===== src/rtl/pipeline_pkg.sv =====
// Shared pipeline definitions: opcodes, EX/MEM payload layout and the bubble value.
package pipeline_pkg;

  localparam int unsigned OPCODE_W = 7;
  localparam int unsigned FUNCT3_W = 3;
  localparam int unsigned XLEN     = 32;
  localparam int unsigned REG_W    = 5;

  localparam logic [OPCODE_W-1:0] OPCODE_LOAD  = 7'b0000011;
  localparam logic [OPCODE_W-1:0] OPCODE_STORE = 7'b0100011;

  // Payload carried from EX into MEM.
  typedef struct packed {
    logic                valid;
    logic [OPCODE_W-1:0] opcode;
    logic [FUNCT3_W-1:0] funct3;
    logic [XLEN-1:0]     b;
    logic [XLEN-1:0]     c;
    logic [REG_W-1:0]    rd;
    logic                reg_write;
  } pipe_payload_t;

  // A bubble is an all-zero payload: not valid, opcode 0, no register write.
  localparam pipe_payload_t BUBBLE = '0;

  // True for opcodes that access data memory.
  function automatic logic is_mem_opcode(input logic [OPCODE_W-1:0] opcode);
    return (opcode == OPCODE_LOAD) || (opcode == OPCODE_STORE);
  endfunction

endpackage


===== src/rtl/mem_wait_counter.sv =====
// Counts consecutive memory-stall cycles (saturating) and raises a sticky timeout.
//   clk, rst    : clock, synchronous active-high reset
//   stall       : memory stall active this cycle
//   wait_count  : consecutive stalled edges, cleared on any unstalled edge
//   mem_timeout : set when wait_count reaches TIMEOUT (TIMEOUT=0 disables), held until reset
module mem_wait_counter #(
  parameter int unsigned WAIT_W  = 8,
  parameter int unsigned TIMEOUT = 255
) (
  input  logic              clk,
  input  logic              rst,
  input  logic              stall,
  output logic [WAIT_W-1:0] wait_count,
  output logic              mem_timeout
);

  localparam logic [WAIT_W-1:0] COUNT_MAX  = '1;
  localparam logic              TIMEOUT_EN = (TIMEOUT != 0);
  // Count value from which the next stalled edge lands on TIMEOUT.
  localparam logic [WAIT_W-1:0] TIMEOUT_M1 = WAIT_W'((TIMEOUT == 0) ? 0 : TIMEOUT - 1);

  logic [WAIT_W-1:0] count_nxt;
  logic              timeout_nxt;

  // Next-state: saturating increment while stalled, clear otherwise.
  always_comb begin
    count_nxt   = '0;
    timeout_nxt = mem_timeout;
    if (stall) begin
      count_nxt = (wait_count == COUNT_MAX) ? wait_count : wait_count + WAIT_W'(1);
      if (TIMEOUT_EN && (wait_count == TIMEOUT_M1)) begin
        timeout_nxt = 1'b1;
      end
    end
  end

  always_ff @(posedge clk) begin
    if (rst) begin
      wait_count  <= '0;
      mem_timeout <= 1'b0;
    end else begin
      wait_count  <= count_nxt;
      mem_timeout <= timeout_nxt;
    end
  end

endmodule


===== src/rtl/ex_mem_reg.sv =====
// EX/MEM pipeline register with memory-stall hold, flush-to-bubble and wait supervision.
//   clk, rst          : clock, synchronous active-high reset
//   ex_*              : instruction fields from EX
//   flush             : kill the instruction in EX (deferred while stalled)
//   data_mem_ready_n  : 0 = data memory ready
//   mem_*             : registered instruction fields to MEM
//   mem_stall         : combinational stall request to IF/ID/EX and this register
//   wait_count        : consecutive stall cycles (saturating)
//   mem_timeout       : sticky timeout flag
module ex_mem_reg
  import pipeline_pkg::*;
#(
  parameter int unsigned WAIT_W  = 8,
  parameter int unsigned TIMEOUT = 255
) (
  input  logic                clk,
  input  logic                rst,
  input  logic                ex_valid,
  input  logic [OPCODE_W-1:0] ex_opcode,
  input  logic [FUNCT3_W-1:0] ex_funct3,
  input  logic [XLEN-1:0]     ex_b,
  input  logic [XLEN-1:0]     ex_c,
  input  logic [REG_W-1:0]    ex_rd,
  input  logic                ex_reg_write,
  input  logic                flush,
  input  logic                data_mem_ready_n,
  output logic                mem_valid,
  output logic [OPCODE_W-1:0] mem_opcode,
  output logic [FUNCT3_W-1:0] mem_funct3,
  output logic [XLEN-1:0]     mem_b,
  output logic [XLEN-1:0]     mem_c,
  output logic [REG_W-1:0]    mem_rd,
  output logic                mem_reg_write,
  output logic                mem_stall,
  output logic [WAIT_W-1:0]   wait_count,
  output logic                mem_timeout
);

  pipe_payload_t q;
  pipe_payload_t q_nxt;
  pipe_payload_t ex_payload;
  logic          pending_flush;
  logic          pending_flush_nxt;

  assign ex_payload = '{valid:     ex_valid,
                        opcode:    ex_opcode,
                        funct3:    ex_funct3,
                        b:         ex_b,
                        c:         ex_c,
                        rd:        ex_rd,
                        reg_write: ex_reg_write};

  // Only a valid load/store in MEM can stall; bubbles with a LOAD opcode never do.
  assign mem_stall = q.valid && is_mem_opcode(q.opcode) && data_mem_ready_n;

  // Next-state: hold while stalled (remembering any flush), else capture or bubble.
  always_comb begin
    q_nxt             = q;
    pending_flush_nxt = pending_flush;
    if (mem_stall) begin
      // The MEM instruction is older than the flushed one, so it stays.
      pending_flush_nxt = pending_flush | flush;
    end else if (flush || pending_flush) begin
      q_nxt             = BUBBLE;
      pending_flush_nxt = 1'b0;
    end else begin
      q_nxt = ex_payload;
    end
  end

  always_ff @(posedge clk) begin
    if (rst) begin
      q             <= BUBBLE;
      pending_flush <= 1'b0;
    end else begin
      q             <= q_nxt;
      pending_flush <= pending_flush_nxt;
    end
  end

  assign mem_valid     = q.valid;
  assign mem_opcode    = q.opcode;
  assign mem_funct3    = q.funct3;
  assign mem_b         = q.b;
  assign mem_c         = q.c;
  assign mem_rd        = q.rd;
  assign mem_reg_write = q.reg_write;

  mem_wait_counter #(
    .WAIT_W  (WAIT_W),
    .TIMEOUT (TIMEOUT)
  ) u_mem_wait_counter (
    .clk         (clk),
    .rst         (rst),
    .stall       (mem_stall),
    .wait_count  (wait_count),
    .mem_timeout (mem_timeout)
  );

endmodule


===== config.mk =====
export PLATFORM = sky130hd
export DESIGN_NAME = ex_mem_reg
export DESIGN_NICKNAME = d
export VERILOG_FILES = /design/src/rtl/pipeline_pkg.sv /design/src/rtl/mem_wait_counter.sv /design/src/rtl/ex_mem_reg.sv
export SDC_FILE = /design/constraint.sdc
export NUM_CORES = 1
export LEC_CHECK = 0
export ABC_AREA = 1
export CAP_MARGIN = 20
export CELL_PAD_IN_SITES_DETAIL_PLACEMENT = 1
export CELL_PAD_IN_SITES_GLOBAL_PLACEMENT = 1
export CORE_MARGIN = 1.5
export CORE_UTILIZATION = 24
export CTS_BUF_LIST = sky130_fd_sc_hd__clkbuf_2 sky130_fd_sc_hd__clkbuf_4 sky130_fd_sc_hd__clkbuf_8
export DETAILED_ROUTE_END_ITERATION = 12
export DONT_BUFFER_PORTS = 1
export PLACE_DENSITY_LB_ADDON = 0.1
export SLEW_MARGIN = 40
export SYNTH_ARGS = -nofsm -noshare
export SYNTH_HDL_FRONTEND = slang
export SYNTH_SLANG_ARGS = --single-unit

===== constraint.sdc =====
create_clock -name clk -period 1.95 [get_ports clk]
set_clock_uncertainty 0.15 [all_clocks]
set_input_delay 0.195 -clock clk [delete_from_list [all_inputs] [get_ports clk]]
set_output_delay 0.195 -clock clk [all_outputs]
set_load 0.005 [all_outputs]

# Yosys cells after proc, flatten, opt, wreduce, memory -nomap -nowiden

Cells that the tools add are included.
W data, S select, Z words.

Bitwise gates (word level): 2
$add $sub $neg: 1
Multiplexer cells: 3
Equality and inequality tests: 4
Reduce and logical (&&, ||, !) cells: 7

Operators with widths:

| operator              | number |
|---|---|
| $mux W81              | 1 |
| $eq A8 B8 Y1 const B  | 2 |
| $add A8 B1 Y8 const B | 1 |
| $eq A7 B2 Y1 const B  | 1 |
| $eq A7 B6 Y1 const B  | 1 |
| $logic_and A1 B1 Y1   | 2 |
| $logic_or A1 B1 Y1    | 2 |
| $mux W1               | 2 |
| $reduce_and A2 Y1     | 1 |
| $reduce_bool A2 Y1    | 1 |
| $reduce_or A2 Y1      | 1 |
| $not A1 Y1            | 1 |
| $or A1 B1 Y1          | 1 |

Input bits: 85
Register bits after elaboration: 91
Logic and storage cells: 27

# Depth between registers and ports, before layout

Gate-level depths: netlist (run 1).

Depth in word-level cells: 6
Depth in mapped cells: 9

# By module

A second synthesis (run 1) with hierarchy kept.

Cell total of the unflattened synthesis: 603
Area total of the unflattened synthesis: 4214.0 um^2

By module, submodules not included:

| module           | area an instance (um^2) | cells an instance | sequential area each (um^2) | times used |
|---|---|---|---|---|
| ex_mem_reg       | 3721.1                  | 531               | 1641.6                      | 1 |
| mem_wait_counter | 493.0                   | 72                | 180.2                       | 1 |

# Least setup slack after synthesis (run 1)

Ideal clock, no wire load.

Path kind: reg-to-reg
From: register q (netlist bit mem_opcode[1])
To: register q (netlist bit mem_c[0])
Cell stages (with the launch flop): 8
Buffers on the path: 2
Arrival: 1.076 ns
Library setup time: 0.113 ns
Slack: 0.612 ns
Path through: dfxtp_1 -> nand2_1 -> nor2_1 -> nand2_2 -> buf_2 -> buf_2 -> nand3_1 -> nand2_1

Longest elaborated chain between the ends: 4

RTL lines:

| item                                                | line               | text |
|---|---|---|
| start, declared                                     | ex_mem_reg.sv:39   | `pipe_payload_t q;` |
| start signal, assigned                              | ex_mem_reg.sv:76   | `q <= q_nxt;` |
| $eq A7 B2 Y1 / $eq A7 B6 Y1 (equally long branches) | pipeline_pkg.sv:28 | `return (opcode == OPCODE_LOAD) \|\| (opcode == OPCODE_STORE);` |
| $logic_or A1 B1 Y1 *                                | pipeline_pkg.sv:28 |  |
| $logic_and A1 B1 Y1 * (2 in series)                 | ex_mem_reg.sv:54   | `assign mem_stall = q.valid && is_mem_opcode(q.opcode) && data_mem_ready_n;` |

Every way passes the cells marked *; elsewhere a longest branch is shown, timed or not.
A chain may end at the register's enable or synchronous reset.

# Worst setup path in the final report (run 1)

From: register q (netlist bit mem_opcode[2])
To: output port mem_stall

Longest elaborated chain between the ends: 4

RTL lines:

| item                                                | line               | text |
|---|---|---|
| $eq A7 B2 Y1 / $eq A7 B6 Y1 (equally long branches) | pipeline_pkg.sv:28 |  |
| $logic_or A1 B1 Y1 *                                | pipeline_pkg.sv:28 |  |
| $logic_and A1 B1 Y1 * (2 in series)                 | ex_mem_reg.sv:54   |  |
| end, declared                                       | ex_mem_reg.sv:34   | `output logic mem_stall,` |

Marks and branches as above.

==> results.tsv, run 1 <==
metric	value	unit
routed wl met2	4970	um
WL met3	877	um
Hold Crit Class	in2reg	
Max Cap Viol	0	
Syn Nets	511	
Area growth syn-to-layout	39.6	%
global-route wire length before repair	16300	um
Routed WL per cell	15.4	um
CP Data Required Time	1.60	ns
final setup vio count	0	
Overflow after GRT	0	
GRT Util Overall	14.5	%
crit start category	flip-flop	
Worst Setup End Kind	output port	
share of cells above drive strength 1	5.51	%
Rel. slew slack	75.5	%
initial antenna violation count	0	
chip width	120	um
post-synthesis xor/xnor area fraction	0.534	%
sequential fraction of the synthesis area	55.5	%
number of port buffers	0	
worst-margin pin slew	0.367	ns
Worst path most repeated cell	inv_1	
highest metal used	met4	
Vias per Instance	4.45	
vias in the first global route	3211	
Crit path arrival time	1.47	ns
min Tclk post-route	1.82	ns
Slowest-stage cell, CP	dfxtp_1	
Crit path buffers/inverters	3	
Final WS setup	0.135	ns
drt pass-1 iters	6	
post-synthesis mux area share	0	%
Largest delay share family, worst path	simple AND/OR/NAND/NOR gates	
die area	14400	um2
FILL cells	1571	
FF+latch count, synth	91	
CP Max Fanout	38	
Post-Place Worst Slack	0.266	ns
Synth Instances	424	
Clock Root Buffer	clkbuf_8	
Syn Std Cell Area	3280	um2
VDD IR max	0.000317	V
Clock Pin Slew Worst Setup and Hold Paths	0.09	ns
WS Path Type	reg2out	
power per cell area	812	nW/um2
post-synthesis cell type count	20	
Final Cycle Share	93.1	%
H-tree levels	3	
Sink Count	91	
DRC violations left	0	
gpl congestion	0.724	
CTS tree	built	
adder-cell share of the synthesized area	0.762	%
largest family of logic cells by synthesized area	simple AND/OR/NAND/NOR gates	
Synth Area in Compound Gates	1.14	%
Simple-Gate Fraction of Synth Area	36.0	%
Worst-Skew Late Latency	0.37	ns
chip height	120	um
Via Count	3043	
non-filler cells, final	684	
CTS buffer count	9	
io pins	176	
Levels on crit path	6	
row cnt	42	
critical-path cell list	inv_1 -> nand2_1 -> nor2_1 -> nand2_2 -> buf_16 -> inv_1	
Routed Wire Length	10500	um
largest net degree at the start of global routing	77	
Core ar.	13300	um2
Critical Path Max Stage Delay	0.34	ns
hold depth	4	
final net count	590	
Synth Area per Inst	7.74	um2
Total Power	3.72	mW
R2R depth	8	
M1 WL	4430	um
First DRT Iteration DRCs	83	
DPL Wire Length	6410	um
Longest Clk Path Bufs	2	
Placed Area	3470	um2
Hold Slack	0.0507	ns
Final ANT Viol Nets	0	
Starting Density	24.7	%
placed cell count	583	
Setup Total Neg Slack	0	ns
final instance area	4580	um2
Max Slew Vio Count	0	
diode count	0	
synth warn	0	
outcome	finished, final reports clean	
Lkg Pwr	2.10	nW
Core Util, Final	34.5	%
Hold Vio Cnt, Final	0	
Max Fclk	0.551	GHz
[worst paths after layout]
check,slack (ns),from,endpoint
min reg2reg,0.32,mem_c[2]$_SDFFE_PP0N_,mem_c[2]$_SDFFE_PP0N_
max,0.13,mem_opcode[2]$_SDFFE_PP0N_,mem_stall
min,0.05,rst,mem_opcode[1]$_SDFFE_PP0N_
max reg2reg,0.19,mem_opcode[2]$_SDFFE_PP0N_,mem_rd[4]$_SDFFE_PP0N_
[worst reg2reg max path, delay by kind of cell, from the launching register on]
| kind | cells | cell delay [ns] |
|---|---|---|
| DFF | 1 | 0.34 |
| and+or+nand+nor | 6 | 0.88 |
| buffers and inverters | 2 | 0.32 |
[flip-flops by register name, indices dropped and copies added, names as in the netlist]
name	count
mem_b	32
mem_c	32
mem_funct3	3
mem_opcode	7
mem_rd	5
mem_reg_write	1
mem_valid	1
pending_flush	1
u_mem_wait_counter.mem_timeout	1
u_mem_wait_counter.wait_count	8
[cell families (layout without fill, tap and decap cells)]
group                      Yosys count  count (layout)
AOI/OAI and AO/OA                    7               7
xor gates and xnor gates             2               2
adders and majority gates            2               2
buffers and inverters               42             126
DFF                                 91              91
and+or+nand+nor                    280             280
[cell usage after synthesis (all sizes together)]
cell type	count	area share [%]
nor3	1	0.50
nand4	1	0.19
buf	16	3.0
xnor2	1	0.27
nand3b	1	0.23
a21oi	5	0.76
nor2	20	2.5
inv	18	2.1
nand2	175	20
nand3	82	13
dfxtp	91	56
ha	2	0.76
clkbuf	8	0.92
o21bai	1	0.23
xor2	1	0.27
o21ai	1	0.15
[cells in the final DEF (no fill, tap or decap)]
cell type,netlist,final
a21oi_1,5,5
buf_12,0,3
buf_16,0,1
buf_4,3,4
bufinv_16,0,2
clkbuf_16,0,1
clkbuf_8,0,11
clkinvlp_4,0,2
dfxtp_1,91,91
dlygate4sd3_1,0,83
ha_1,2,2
inv_1,18,18
inv_6,0,1
nand2_1,174,174
nand2_2,1,1
nand3_1,82,82
nand3b_1,1,1
nand4_1,1,1
nor2_1,19,19
nor2_4,1,1
nor3_4,1,1
o21ai_0,1,1
o21bai_1,1,1
xnor2_1,1,1
xor2_1,1,1
[power by group]
group / internal (mW) / total, mW / switching (mW)
Combinational: 0.154 / 0.248 / 0.0940
Clock: 0.796 / 1.49 / 0.695
Sequential: 1.93 / 1.98 / 0.0568
[what timing repair did]
item / 4_1_cts / 5_1_grt
hold endpoints to repair: 83 / 0
hold buffers: 83 / 0
setup endpoints to repair: 0 / 1
setup buffers: 0 / 1
gates resized for setup: 0 / 1
[per-layer routing]
metal / track usage (%) / vias up
met4: 7.14 / 0
li1: - / 1494
met2: 23.5 / 123
met1: 16.9 / 1409
met3: 5.09 / 17
met5: 0 / -
[cell type report]
| cell class | instances | area [um2] | share of cell area, % |
|---|---|---|---|
| Clock buffer | 11 | 151 | 3.31 |
| Clock inverter | 5 | 83.8 | 1.83 |
| Inverter | 18 | 67.6 | 1.48 |
| Multi-Input combinational cell | 291 | 1260 | 27.6 |
| Sequential cell | 91 | 1820 | 39.8 |
| Tap cell | 176 | 220 | 4.81 |
| Timing Repair Buffer | 92 | 973 | 21.3 |
Note: power is estimated with default switching activity, not from simulation.
==> run 2: changes to the inputs <==
--- a/config.mk
+++ b/config.mk
@@ -10,7 +10,7 @@
 export CELL_PAD_IN_SITES_DETAIL_PLACEMENT = 1
 export CELL_PAD_IN_SITES_GLOBAL_PLACEMENT = 1
 export CORE_MARGIN = 1.5
-export CORE_UTILIZATION = 24
+export CORE_UTILIZATION = 45
 export CTS_BUF_LIST = sky130_fd_sc_hd__clkbuf_2 sky130_fd_sc_hd__clkbuf_4 sky130_fd_sc_hd__clkbuf_8
 export DETAILED_ROUTE_END_ITERATION = 12
 export DONT_BUFFER_PORTS = 1
==> run 2 against run 1 <==
Effect of this change:
- die area decreased by 46%
- core utilization increased by 29 points
- via count increased by 4.1%
- combinational power increased by 4%
- clock power decreased by 7%
- global-route usage increased by 14 points
- final cell count decreased by 12%
- sequential power about the same
==> results.tsv, run 2 (same netlist as run 1, synthesis figures left out) <==
metric	value	unit	change
row cnt	30		was 42
DPL Wire Length	5650	um	was 6410 um
Rel. slew slack	66.4	%	was 75.5%
largest net degree at the start of global routing	77		unchanged
Core ar.	6910	um2	was 13300 um2
Overflow after GRT	0		unchanged
initial antenna violation count	0		unchanged
Sequential Power Share	54.7	%	was 53.3%
Routed WL per cell	18.6	um	was 15.4 um
Starting Density	47.5	%	was 24.7%
FF-to-FF Start	mem_opcode[4]$_SDFFE_PP0N_		was mem_opcode[2]$_SDFFE_PP0N_
commonest non-fill, non-tap cell in the layout	nand2_1		unchanged
Longest Clk Path Bufs	2		unchanged
most frequent cells in the layout	174 x nand2_1, 91 x dfxtp_1, 83 x dlygate4sd3_1		unchanged
io pins	176		unchanged
hold_sp	rst		unchanged
crit start category	flip-flop		unchanged
Hold Crit Class	in2reg		unchanged
Comb pwr share	7.1	%	was 6.7%
VDD IR max	0.000530	V	was 0.000317 V
Max Fclk	0.562	GHz	was 0.551 GHz
min Tclk post-route	1.78	ns	was 1.82 ns
final setup vio count	0		unchanged
Via Count	3167		was 3043
vias in the first global route	3386		was 3211
Max Cap Viol	0		unchanged
CP Max Fanout	76		was 38
CTS tree	built		unchanged
Clock Root Buffer	clkbuf_8		unchanged
Routed Wire Length	11200	um	was 10500 um
CP Data Required Time	1.60	ns	about the same
Lkg Pwr	2.05	nW	was 2.10 nW
Worst-Skew Late Latency	0.35	ns	was 0.37 ns
Worst Setup End Kind	output port		unchanged
Clock Pin Slew Worst Setup and Hold Paths	0.09	ns	about the same
Sink Count	91		unchanged
Crit path arrival time	1.43	ns	was 1.47 ns
chip width	88.4	um	was 120 um
number of port buffers	0		unchanged
power per cell area	827	nW/um2	was 812 nW/um2
Setup Fix Bufs, Post-CTS	0		unchanged
Vias per Instance	5.27		was 4.45
DRC violations left	0		unchanged
Switching Fraction	23.0	%	was 22.7%
cts hold-fix bufs	83		unchanged
Hold Slack	0.0238	ns	was 0.0507 ns
gpl congestion	0.797		was 0.724
Setup Total Neg Slack	0	ns	unchanged
First DRT Iteration DRCs	111		was 83
Final Cycle Share	91.2	%	was 93.1%
Register-to-Register Setup Slack	0.30	ns	was 0.19 ns
Int Pwr	2.79	mW	was 2.88 mW
global-route wire length before repair	16900	um	was 16300 um
Final ANT Viol Nets	0		unchanged
outcome	finished, final reports clean		unchanged
share of cells above drive strength 1	4.76	%	was 5.51%
Area growth syn-to-layout	33.8	%	was 39.6%
CTS buffer count	9		unchanged
drt pass-1 iters	4		was 6
WS Path Type	reg2out		unchanged
Clock power frac	38.3	%	was 40.1%
GRT Util Overall	28.6	%	was 14.5%
CTS resizes	0		unchanged
worst-margin pin slew	0.503	ns	was 0.367 ns
Max Slew Vio Count	0		unchanged
RSZ-0062 raised after global routing	false		
die area	7810	um2	was 14400 um2
NetSw	0.837	mW	was 0.845 mW
chip height	88.4	um	was 120 um
final net count	587		was 590
H-tree levels	3		unchanged
Worst Setup SP	mem_opcode[4]$_SDFFE_PP0N_		was mem_opcode[2]$_SDFFE_PP0N_
Hold Vio Cnt, Final	0		unchanged
## run 2: cell count changes in the layout (fill, tap and decap cells not counted), sizes merged
| cell | before | now |
|---|---|---|
| buf | 8 | 6 |
| clkbuf | 12 | 9 |
| clkinv | 0 | 1 |
| clkinvlp | 2 | 3 |
| diode | 0 | 1 |
| inv | 19 | 18 |
## run 2: area by class of cell
| cell class | instances | area [um2] |
|---|---|---|
| fill | 842 | 2520 |
| sequential | 91 | 1820 |
| multi-input combinational | 291 | 1260 |
| timing repair buffer | 89 | 901 |
| clock buffer | 9 | 124 |
| tap | 96 | 120 |
| clock inverter | 6 | 91.3 |
| inverter | 18 | 67.6 |
| antenna | 1 | 2.50 |
## run 2: path summary, 6_finish.rpt
path                                              endpoint  depth (start not counted)
max                                              mem_stall                          6
min          u_mem_wait_counter.wait_count[4]$_SDFFE_PP0P_                          4
max reg2reg                         mem_rd[2]$_SDFFE_PP0N_                          8
min reg2reg                         mem_b[10]$_SDFFE_PP0N_                          2
## run 2: critical path, cell delays in order, from the launching register on
cell,delay (ns)
dfxtp_1,0.34
inv_1,0.06
nand2_1,0.05
nor2_1,0.17
nand2_2,0.12
buf_12,0.22
inv_1,0.12
## run 2: through the flow
step / setup slack [ns] / cells / util, % / total power [mW] / instance area [um2]
after CTS: 0.137 / 600 / 63.5 / 3.63 / 4390
final: 0.172 / 601 / 63.6 / 3.63 / 4390
after global placement: 0.412 / 502 / 48.4 / 2.12 / 3340
after detailed placement: 0.368 / 502 / 48.4 / 2.13 / 3340
after floorplan: 0.612 / 424 / - / 2.09 / 3280
after global routing: 0.00485 / 600 / 63.5 / 3.75 / 4390
## run 2: power by group through the flow
| stage | Sequential [mW] | Clock, mW | Combinational, mW |
|---|---|---|---|
| 2_1_floorplan | 2.01 | 0 | 0.0874 |
| 3_3_place_gp | 2.02 | 0 | 0.0972 |
| 3_5_place_dp | 2.02 | 0 | 0.103 |
| 4_1_cts | 1.98 | 1.41 | 0.241 |
| 5_1_grt | 1.99 | 1.48 | 0.277 |
| 6_report | 1.98 | 1.39 | 0.257 |
## run 2: layer usage
metal / share of wire, % / global-route usage (%) / vias to the layer above
met5: 0 / 0 / -
met4: 2.2 / 10.9 / 0
met3: 8.9 / 9.70 / 24
met2: 52 / 52.7 / 140
met1: 37 / 29.9 / 1516
li1: - / - / 1487
